**src/rtl/ahb_bram_pkg.sv**
```systemverilog
// Shared types and constants for the AHB-Lite block-RAM front end.
package ahb_bram_pkg;

   localparam int LANE_W = 4;

   typedef enum logic [1:0] {
      HTRANS_IDLE   = 2'd0,
      HTRANS_BUSY   = 2'd1,
      HTRANS_NONSEQ = 2'd2,
      HTRANS_SEQ    = 2'd3
   } htrans_e;

   typedef enum logic [2:0] {
      HSIZE_BYTE = 3'd0,
      HSIZE_HALF = 3'd1,
      HSIZE_WORD = 3'd2
   } hsize_e;

   typedef enum logic [2:0] {
      ST_IDLE,
      ST_WR,
      ST_RD,
      ST_RD_STALL,
      ST_ERR1,
      ST_ERR2
   } state_e;

endpackage

```
**src/rtl/ahb_bram_if.sv**
```systemverilog
// AHB-Lite bus bundle between a master and the block-RAM slave.
interface ahb_bram_if;
   logic        HSEL;
   logic [31:0] HADDR;
   logic [1:0]  HTRANS;
   logic        HWRITE;
   logic [2:0]  HSIZE;
   logic        HREADY;
   logic [31:0] HWDATA;
   logic [31:0] HRDATA;
   logic        HREADYOUT;
   logic        HRESP;

   modport master (
      output HSEL, HADDR, HTRANS, HWRITE, HSIZE, HREADY, HWDATA,
      input  HRDATA, HREADYOUT, HRESP
   );

   modport slave (
      input  HSEL, HADDR, HTRANS, HWRITE, HSIZE, HREADY, HWDATA,
      output HRDATA, HREADYOUT, HRESP
   );
endinterface

```
**src/rtl/ahb_bram_lane_dec.sv**
```systemverilog
// HSIZE + low address bits to byte-lane mask. With AHB_BRAM_ERR_EN undefined
// misaligned transfers are forced aligned and oversize is treated as a word.
module ahb_bram_lane_dec
   import ahb_bram_pkg::*;
(
   input  logic [2:0]        hsize_i,
   input  logic [1:0]        addr_lo_i,
   output logic [LANE_W-1:0] mask_o,
   output logic              err_o
);

   always_comb begin
      mask_o = '0;
      err_o  = 1'b0;
      case (hsize_i)
         HSIZE_BYTE: mask_o = LANE_W'(1) << addr_lo_i;
         HSIZE_HALF: begin
            mask_o = addr_lo_i[1] ? 4'b1100 : 4'b0011;
`ifdef AHB_BRAM_ERR_EN
            err_o  = addr_lo_i[0];
`endif
         end
         HSIZE_WORD: begin
            mask_o = 4'b1111;
`ifdef AHB_BRAM_ERR_EN
            err_o  = |addr_lo_i;
`endif
         end
         default: begin
`ifdef AHB_BRAM_ERR_EN
            err_o  = 1'b1;
`else
            mask_o = 4'b1111;
`endif
         end
      endcase
   end

endmodule

```
**src/rtl/ahb_bram_ctrl.sv**
```systemverilog
// AHB-Lite slave driving a single-port byte-lane RAM. ERROR responses for
// misaligned/oversize transfers exist only when AHB_BRAM_ERR_EN is defined.
module ahb_bram_ctrl
   import ahb_bram_pkg::*;
#(
   parameter int AW = 12
) (
   input  logic              clk,
   input  logic              rst,
   ahb_bram_if.slave         ahb,
   output logic [LANE_W-1:0] ram_we,
   output logic              ram_cs,
   output logic [AW-1:0]     ram_addr,
   output logic [31:0]       ram_din,
   input  logic [31:0]       ram_dout
);

   state_e              state_q;
   logic [LANE_W-1:0]   we_q;
   logic [AW-1:0]       waddr_q;
   logic [AW-1:0]       raddr_q;
   logic                hready_q;
   logic                hresp_q;

   logic [LANE_W-1:0]   mask;
   logic                dec_err;
   logic                accept, acc_err, acc_wr, acc_rd;
   logic [AW-1:0]       haddr_w;
   logic                unused_ok;

   ahb_bram_lane_dec u_lane_dec (
      .hsize_i   (ahb.HSIZE),
      .addr_lo_i (ahb.HADDR[1:0]),
      .mask_o    (mask),
      .err_o     (dec_err)
   );

   assign haddr_w   = ahb.HADDR[AW+1:2];
   assign unused_ok = ^{ahb.HADDR[31:AW+2], ahb.HTRANS[0]};

   // Only phases presented while we are ready count; reset wins over any phase.
   assign accept  = ahb.HSEL & ahb.HREADY & ahb.HTRANS[1] & hready_q & ~rst;
   assign acc_err = accept & dec_err;
   assign acc_wr  = accept & ~dec_err & ahb.HWRITE;
   assign acc_rd  = accept & ~dec_err & ~ahb.HWRITE;

   always_ff @(posedge clk) begin
      if (rst) begin
         state_q  <= ST_IDLE;
         we_q     <= '0;
         waddr_q  <= '0;
         raddr_q  <= '0;
         hready_q <= 1'b1;
         hresp_q  <= 1'b0;
      end else begin
         hready_q <= 1'b1;
         hresp_q  <= 1'b0;
         case (state_q)
            ST_RD_STALL: state_q <= ST_RD;
`ifdef AHB_BRAM_ERR_EN
            ST_ERR1: begin
               state_q <= ST_ERR2;
               hresp_q <= 1'b1;
            end
`endif
            default: begin
`ifdef AHB_BRAM_ERR_EN
               if (acc_err) begin
                  state_q  <= ST_ERR1;
                  hready_q <= 1'b0;
                  hresp_q  <= 1'b1;
               end else
`endif
               if (acc_wr) begin
                  state_q <= ST_WR;
                  waddr_q <= haddr_w;
                  we_q    <= mask;
               end else if (acc_rd) begin
                  // RAM port is busy with the pending write: stall one cycle.
                  if (state_q == ST_WR) begin
                     state_q  <= ST_RD_STALL;
                     raddr_q  <= haddr_w;
                     hready_q <= 1'b0;
                  end else begin
                     state_q <= ST_RD;
                  end
               end else begin
                  state_q <= ST_IDLE;
               end
            end
         endcase
      end
   end

   always_comb begin
      ram_we   = (state_q == ST_WR && !rst) ? we_q : '0;
      ram_cs   = 1'b0;
      ram_addr = '0;
      if (state_q == ST_WR)
         ram_addr = waddr_q;
      if (state_q == ST_RD_STALL && !rst) begin
         ram_cs   = 1'b1;
         ram_addr = raddr_q;
      end else if (acc_rd && state_q != ST_WR) begin
         ram_cs   = 1'b1;
         ram_addr = haddr_w;
      end
   end

   assign ram_din       = ahb.HWDATA;
   assign ahb.HRDATA    = (state_q == ST_RD) ? ram_dout : 32'h0;
   assign ahb.HREADYOUT = hready_q;
   // hresp_q is never set unless the error path is compiled in.
   assign ahb.HRESP     = hresp_q;

endmodule

```
**src/flat_wrapper.sv**
```systemverilog
// flat-port wrapper written by rule: the top's interface ports become plain ports
module ahb_bram_ctrl_flat import ahb_bram_pkg::*;
#(
   parameter int AW = 12
)
  (clk, rst, ram_we, ram_cs, ram_addr, ram_din, ram_dout, ahb_HSEL, ahb_HADDR, ahb_HTRANS, ahb_HWRITE, ahb_HSIZE, ahb_HREADY, ahb_HWDATA, ahb_HRDATA, ahb_HREADYOUT, ahb_HRESP);
  ahb_bram_if ahb_i ();
  input  logic clk;
  input  logic rst;
  output logic [LANE_W-1:0] ram_we;
  output logic ram_cs;
  output logic [AW-1:0] ram_addr;
  output logic [31:0] ram_din;
  input  logic [31:0] ram_dout;
  input wire logic [$bits(ahb_i.HSEL)-1:0] ahb_HSEL;
  input wire logic [$bits(ahb_i.HADDR)-1:0] ahb_HADDR;
  input wire logic [$bits(ahb_i.HTRANS)-1:0] ahb_HTRANS;
  input wire logic [$bits(ahb_i.HWRITE)-1:0] ahb_HWRITE;
  input wire logic [$bits(ahb_i.HSIZE)-1:0] ahb_HSIZE;
  input wire logic [$bits(ahb_i.HREADY)-1:0] ahb_HREADY;
  input wire logic [$bits(ahb_i.HWDATA)-1:0] ahb_HWDATA;
  output wire logic [$bits(ahb_i.HRDATA)-1:0] ahb_HRDATA;
  output wire logic [$bits(ahb_i.HREADYOUT)-1:0] ahb_HREADYOUT;
  output wire logic [$bits(ahb_i.HRESP)-1:0] ahb_HRESP;
  assign ahb_i.HSEL = ahb_HSEL;
  assign ahb_i.HADDR = ahb_HADDR;
  assign ahb_i.HTRANS = ahb_HTRANS;
  assign ahb_i.HWRITE = ahb_HWRITE;
  assign ahb_i.HSIZE = ahb_HSIZE;
  assign ahb_i.HREADY = ahb_HREADY;
  assign ahb_i.HWDATA = ahb_HWDATA;
  assign ahb_HRDATA = ahb_i.HRDATA;
  assign ahb_HREADYOUT = ahb_i.HREADYOUT;
  assign ahb_HRESP = ahb_i.HRESP;
  ahb_bram_ctrl #(.AW(AW)) u_core (.clk(clk), .rst(rst), .ahb(ahb_i), .ram_we(ram_we), .ram_cs(ram_cs), .ram_addr(ram_addr), .ram_din(ram_din), .ram_dout(ram_dout));
endmodule
```
**config.mk**
```make
export PLATFORM = sky130hd
export DESIGN_NAME = ahb_bram_ctrl_flat
export DESIGN_NICKNAME = d
export VERILOG_FILES = /design/src/rtl/ahb_bram_pkg.sv /design/src/rtl/ahb_bram_if.sv /design/src/rtl/ahb_bram_lane_dec.sv /design/src/rtl/ahb_bram_ctrl.sv /design/src/flat_wrapper.sv
export SDC_FILE = /design/constraint.sdc
export NUM_CORES = 1
export LEC_CHECK = 0
export BUFFER_PORTS_ARGS = -buffer_cell sky130_fd_sc_hd__buf_4
export CORE_ASPECT_RATIO = 0.6
export CORE_UTILIZATION = 41
export CTS_CLUSTER_SIZE = 12
export DETAILED_ROUTE_END_ITERATION = 6
export HOLD_SLACK_MARGIN = 0.06
export PLACE_DENSITY = 0.89
export SETUP_SLACK_MARGIN = 0.3
export SYNTH_ARGS = -nofsm -noshare
export SYNTH_HDL_FRONTEND = slang
export SYNTH_SLANG_ARGS = --single-unit
```
**constraint.sdc**
```tcl
create_clock -name clk -period 4 [get_ports clk]
set_input_delay 1.2 -clock clk [delete_from_list [all_inputs] [get_ports clk]]
set_output_delay 1.2 -clock clk [all_outputs]
set_load 0.005 [all_outputs]
```
* Word-level counts from Yosys, hierarchy flattened
Cells that the tools add are included.
** Cells by class
- Equal/unequal tests :: 5
- Shift operators :: 1
- Reduce and logical (&&, ||, !) cells :: 9
- Bitwise gates (word level) :: 11
- Multiplexer cells :: 14
** Operators by type and width (count)
- 2-to-1 mux 12 bit :: 3
- 2-to-1 mux 32 bit :: 1
- 2-to-1 mux 4 bit :: 2
- case mux 4 bit (2 select lines) :: 1
- bitwise AND 1 bit :: 6
- equality test 3 x 1 -> 1 bit (second input constant) :: 2
- equality test 3 x 2 -> 1 bit (second input constant) :: 2
- 2-to-1 mux 2 bit :: 3
- inverter 1 bit :: 5
- 2-to-1 mux 1 bit :: 4
- AND reduction 4 bit :: 1
- OR reduction 4 bit :: 1
- << shifter 1 x 2 -> 4 bit (first input constant) :: 1
- logical AND 1 bit :: 3
- logical NOT 3 bit :: 1
- != test 3 x 1 -> 1 bit (second input constant) :: 1
- AND reduction 2 bit :: 1
- OR reduction 2 bit :: 1
- logical NOT 1 bit :: 1
** Word-level totals
- Logic and storage cells :: 47
- Input bits :: 106
- Flip-flop bits (word level) :: 32

* Longest topological paths before layout
- Depth after elaboration :: 8
- Mapped depth :: 6
- Depth with buffers taken out :: 3

* Cells and area by module
Synthesis repeated with hierarchy kept, for this count alone.
** Unflattened totals
- Cell total of the unflattened synthesis :: 296
- Area total of the unflattened synthesis :: 2218.4 sq um
** Modules (own cells, without submodules)
- ahb_bram_ctrl :: times used 1, seq. area each 620.6 sq um, area an instance 2164.6 sq um, cells an instance 286
- ahb_bram_lane_dec :: times used 1, seq. area each 0.0 sq um, area an instance 53.8 sq um, cells an instance 10

* Worst setup path after synthesis
OpenSTA, ideal clock, no wires.
- Path kind :: input to output
- Start :: input port ahb_HTRANS[1]
- End :: output port ram_addr[7]
- Buffers on the path :: 1
- Arrival time :: 2.114 ns
- Slack :: 0.686 ns
- Stages on the path :: 4
- Cell sequence :: nand4_2 -> or3_4 -> buf_2 -> o21ai_0
** Between the ends
- Word-level cells in the longest chain between the ends :: 7
** RTL lines
- start, declared :: line flat_wrapper.sv:17 : input wire logic [$bits(ahb_i.HTRANS)-1:0] ahb_HTRANS;
- bitwise AND 1 bit (3 in series) :: line ahb_bram_ctrl.sv:42 : assign accept = ahb.HSEL & ahb.HREADY & ahb.HTRANS[1] & hready_q & ~rst;
- bitwise AND 1 bit :: line ahb_bram_ctrl.sv:45 : assign acc_rd = accept & ~dec_err & ~ahb.HWRITE;
- logical AND 1 bit :: line ahb_bram_ctrl.sv:104 : end else if (acc_rd && state_q != ST_WR) begin
- 2-to-1 mux 12 bit :: line ahb_bram_ctrl.sv:104
- 2-to-1 mux 12 bit :: line ahb_bram_ctrl.sv:101 : if (state_q == ST_RD_STALL && !rst) begin
- end, declared :: line flat_wrapper.sv:12 : output logic [AW-1:0] ram_addr;
Every way passes these cells.

* Worst setup path in the final report
- Start :: input port rst
- End :: output port ram_addr[11]
** Between the ends
- Word-level cells in the longest chain between the ends :: 6
- Elaborated cells between the ends (all ways) :: 8
- Classes of those cells :: mux (2); bitwise (3); reduce/logical (3)
** RTL lines
- start, declared :: line flat_wrapper.sv:9 : input logic rst;
- inverter 1 bit :: line ahb_bram_ctrl.sv:42
- bitwise AND 1 bit :: line ahb_bram_ctrl.sv:42
- bitwise AND 1 bit :: line ahb_bram_ctrl.sv:45
- logical AND 1 bit :: line ahb_bram_ctrl.sv:104
- 2-to-1 mux 12 bit :: line ahb_bram_ctrl.sv:104
- 2-to-1 mux 12 bit (*) :: line ahb_bram_ctrl.sv:101
Mark *: on every way between the ends. The rest lies on a longest branch, timed or not.

==> out/qor.txt <==
Worst Path Max Fanout -> 24
Largest net degree at the start of global routing -> 33
CP max-delay cell -> buf_4
Final Skew -> 7.260 ps
P&R area growth vs syn -> 30.53%
VDD IR max -> 0.1485 mV
Critical path class -> in2out
Row cnt -> 19
Residual DRC -> 0
Mapped Area -> 2086 um2
Ys Warns -> 0
Period utilisation layout -> 0.9049
Post-DRT Antenna Nets -> 0
Leakage -> 1.181 nW
Syn nets -> 377
Top-area cell type share of the netlist area -> 0.2975
Data required, critical path -> 2800 ps
Global-route wire length before repair -> 10110 um
Average size of a mapped cell -> 7.696 um2
Remaining Overflow, GRT -> 0
Status -> finished clean
Final setup viols -> 0
Reg clk slew, reported paths -> 70 ps
Netlist cell types -> 35
Synth top cells by count -> and2_1, buf_4, dfxtp_1
Worst Setup End Kind -> primary output
Mapped Cells -> 271
Most common cell on crit path -> buf_4
Initial Util -> 0.4409
CORE AREA -> 4731 um2
Final instance area -> 2723 um2
Cts-stage hold buffer count -> 0
Router iterations before antenna repair -> 5
Drt via density -> 5.725
Final Slew Violations -> 0
Worst Path Arrival -> 2420 ps
H-tree Lvls -> 2
CP Cell Sequence -> buf_4 > nand3b_1 > buf_4 > nand3_1 > o21ai_0 > buf_4
Max-cap violation count -> 0
Seq cells post-synth -> 31
TritonCTS buffer count -> 5
Initial antenna violation count -> 0
WP buf/inv -> 3
Post-CTS setup buffer count -> 0
Worst Tran Pin Value -> 584.6 ps
Setup TNS -> 0 ps
Die H -> 57.25 um
Worst-case clock buffer depth -> 2
Cts repair resizes -> 0
CP top delay family -> buffers and inverters
1st-iter DRT viols -> 223
Critical Path Start Type -> input port
Dpl ws -> 428.1 ps
Fin crit period -> 3619 ps
Worst hold path type -> reg2reg
Final setup margin -> 380.5 ps
Vias in the first global route -> 2028
Seq/Total Area, Yosys -> 0.2975
Layout cell share with drive strength beyond 1 -> 0.3694
Die X-Extent -> 94.08 um
Synth top area cells -> dfxtp_1, buf_4, and2_1, a21oi_1, nand3_1
WL/cell -> 16.95 um
Antenna fix cells -> 0
RSZ-0062 raised after global routing -> false
Async SR Flop Fraction -> 0
Worst rel slew slack -> 0.6093
Die area -> 5386 um2
Vias -> 2267
Nets -> 438
TritonCTS clock tree -> done
Largest area contributor in the netlist -> dfxtp_1
Port bufs -> 104
CTS root buffer -> clkbuf_8
Gp weighted congestion -> 0.8177
Detailed Route WL -> 6714 um
Core Util, Final -> 0.5755
Top-Level Pins -> 189
Gr usage total -> 0.2471
Post-synth EDFFs -> 0
DP Wirelength -> 4976 um
Hold Violations, Final -> 0
Clock Sinks -> 31
Achievable frequency -> 276.3 MHz
Max incr delay on CP -> 250 ps
Power consumption -> 656.2 uW
Pwr dens -> 241.0 nW/um2
DP Area -> 2641 um2
Worst-Skew Late Latency -> 290 ps
Top FF cell, synth -> dfxtp_1
[cells by family after synthesis]
kind of cell	synth area share
AND/OR/NAND/NOR	0.2747
AO/OA/AOI/OAI	0.2442
buffers and inverters	0.1818
flip-flops	0.2975
other	0.001798
[power by group]
group / total [mW] / switching (mW) / internal (mW)
combinational: 0.0951 / 0.0434 / 0.0518
clock: 0.248 / 0.125 / 0.122
sequential: 0.314 / 0.00214 / 0.311
total: 0.656 / 0.171 / 0.485
[metrics by stage]
step | cells | hold WS [ps]
2_1_floorplan | 271 | 448.7
3_3_place_gp | 388 | 456.6
3_5_place_dp | 388 | 465.8
4_1_cts | 396 | 478.7
5_1_grt | 396 | 490.3
6_report | 396 | 479.6
[flip-flops by register name (all words and copies together), names as in the netlist]
register	count
u_core.state_q	2
u_core.ahb.HREADYOUT	1
u_core.raddr_q	12
u_core.we_q	4
u_core.waddr_q	12
[tightest hold or removal path: cells and delay by family, from the launching register on]
kind / cells / cell delay [ps]
flops: 1 / 310
compound gates: 2 / 120
[cell usage in the layout (no fill, tap or decap)]
cell	netlist	routed
a211oi_1	1	1
a21oi_1	25	25
a22oi_1	12	12
a311oi_1	3	3
a31oi_1	4	4
and2_1	33	33
and3_1	4	4
and3b_1	1	1
and4_1	1	1
buf_4	33	113
clkbuf_1	13	2
clkbuf_8	0	5
clkinv_2	0	1
conb_1	1	1
dfxtp_1	31	31
inv_1	2	2
nand2_1	3	3
nand2b_1	3	3
nand3_1	24	24
nand3b_1	1	1
nand4_1	12	12
nand4_2	1	1
nor2_1	1	1
nor2b_1	4	4
nor3_1	2	2
nor4b_2	1	1
o21a_1	1	1
o21ai_0	8	8
o21ai_1	18	18
o21bai_1	1	1
o31ai_1	12	12
or3_4	1	1
or4b_4	1	1
[final timing paths]
| kind | startpoint | to | slack (ps) | depth (start not counted) |
|---|---|---|---|---|
| setup / recovery | rst | ram_addr[11] | 380 | 6 |
| hold / removal | u_core.raddr_q[1]$_SDFFE_PP0P_ | u_core.raddr_q[1]$_SDFFE_PP0P_ | 480 | 2 |
| setup reg to reg | u_core.state_q[0]$_SDFF_PP0_ | u_core.we_q[1]$_SDFFE_PP0P_ | 2430 | 3 |
| hold reg to reg | u_core.raddr_q[1]$_SDFFE_PP0P_ | u_core.raddr_q[1]$_SDFFE_PP0P_ | 480 | 2 |
[final cells by class]
type / instances / area (um2)
clock buffer: 7 / 76.32
clock inverter: 1 / 5.005
fill: 429 / 2008
inverter: 2 / 7.507
multi-input combinational: 179 / 1086
sequential: 31 / 620.6
tap: 63 / 78.83
timing repair buffer: 113 / 848.3
[routing by layer]
layer,share of wire,GRT usage
met1,0.38,0.3079
met2,0.49,0.4150
met3,0.12,0.06933
met4,0.017,0.08132
met5,0,0
No activity file was read; power rests on OpenSTA's default activity.
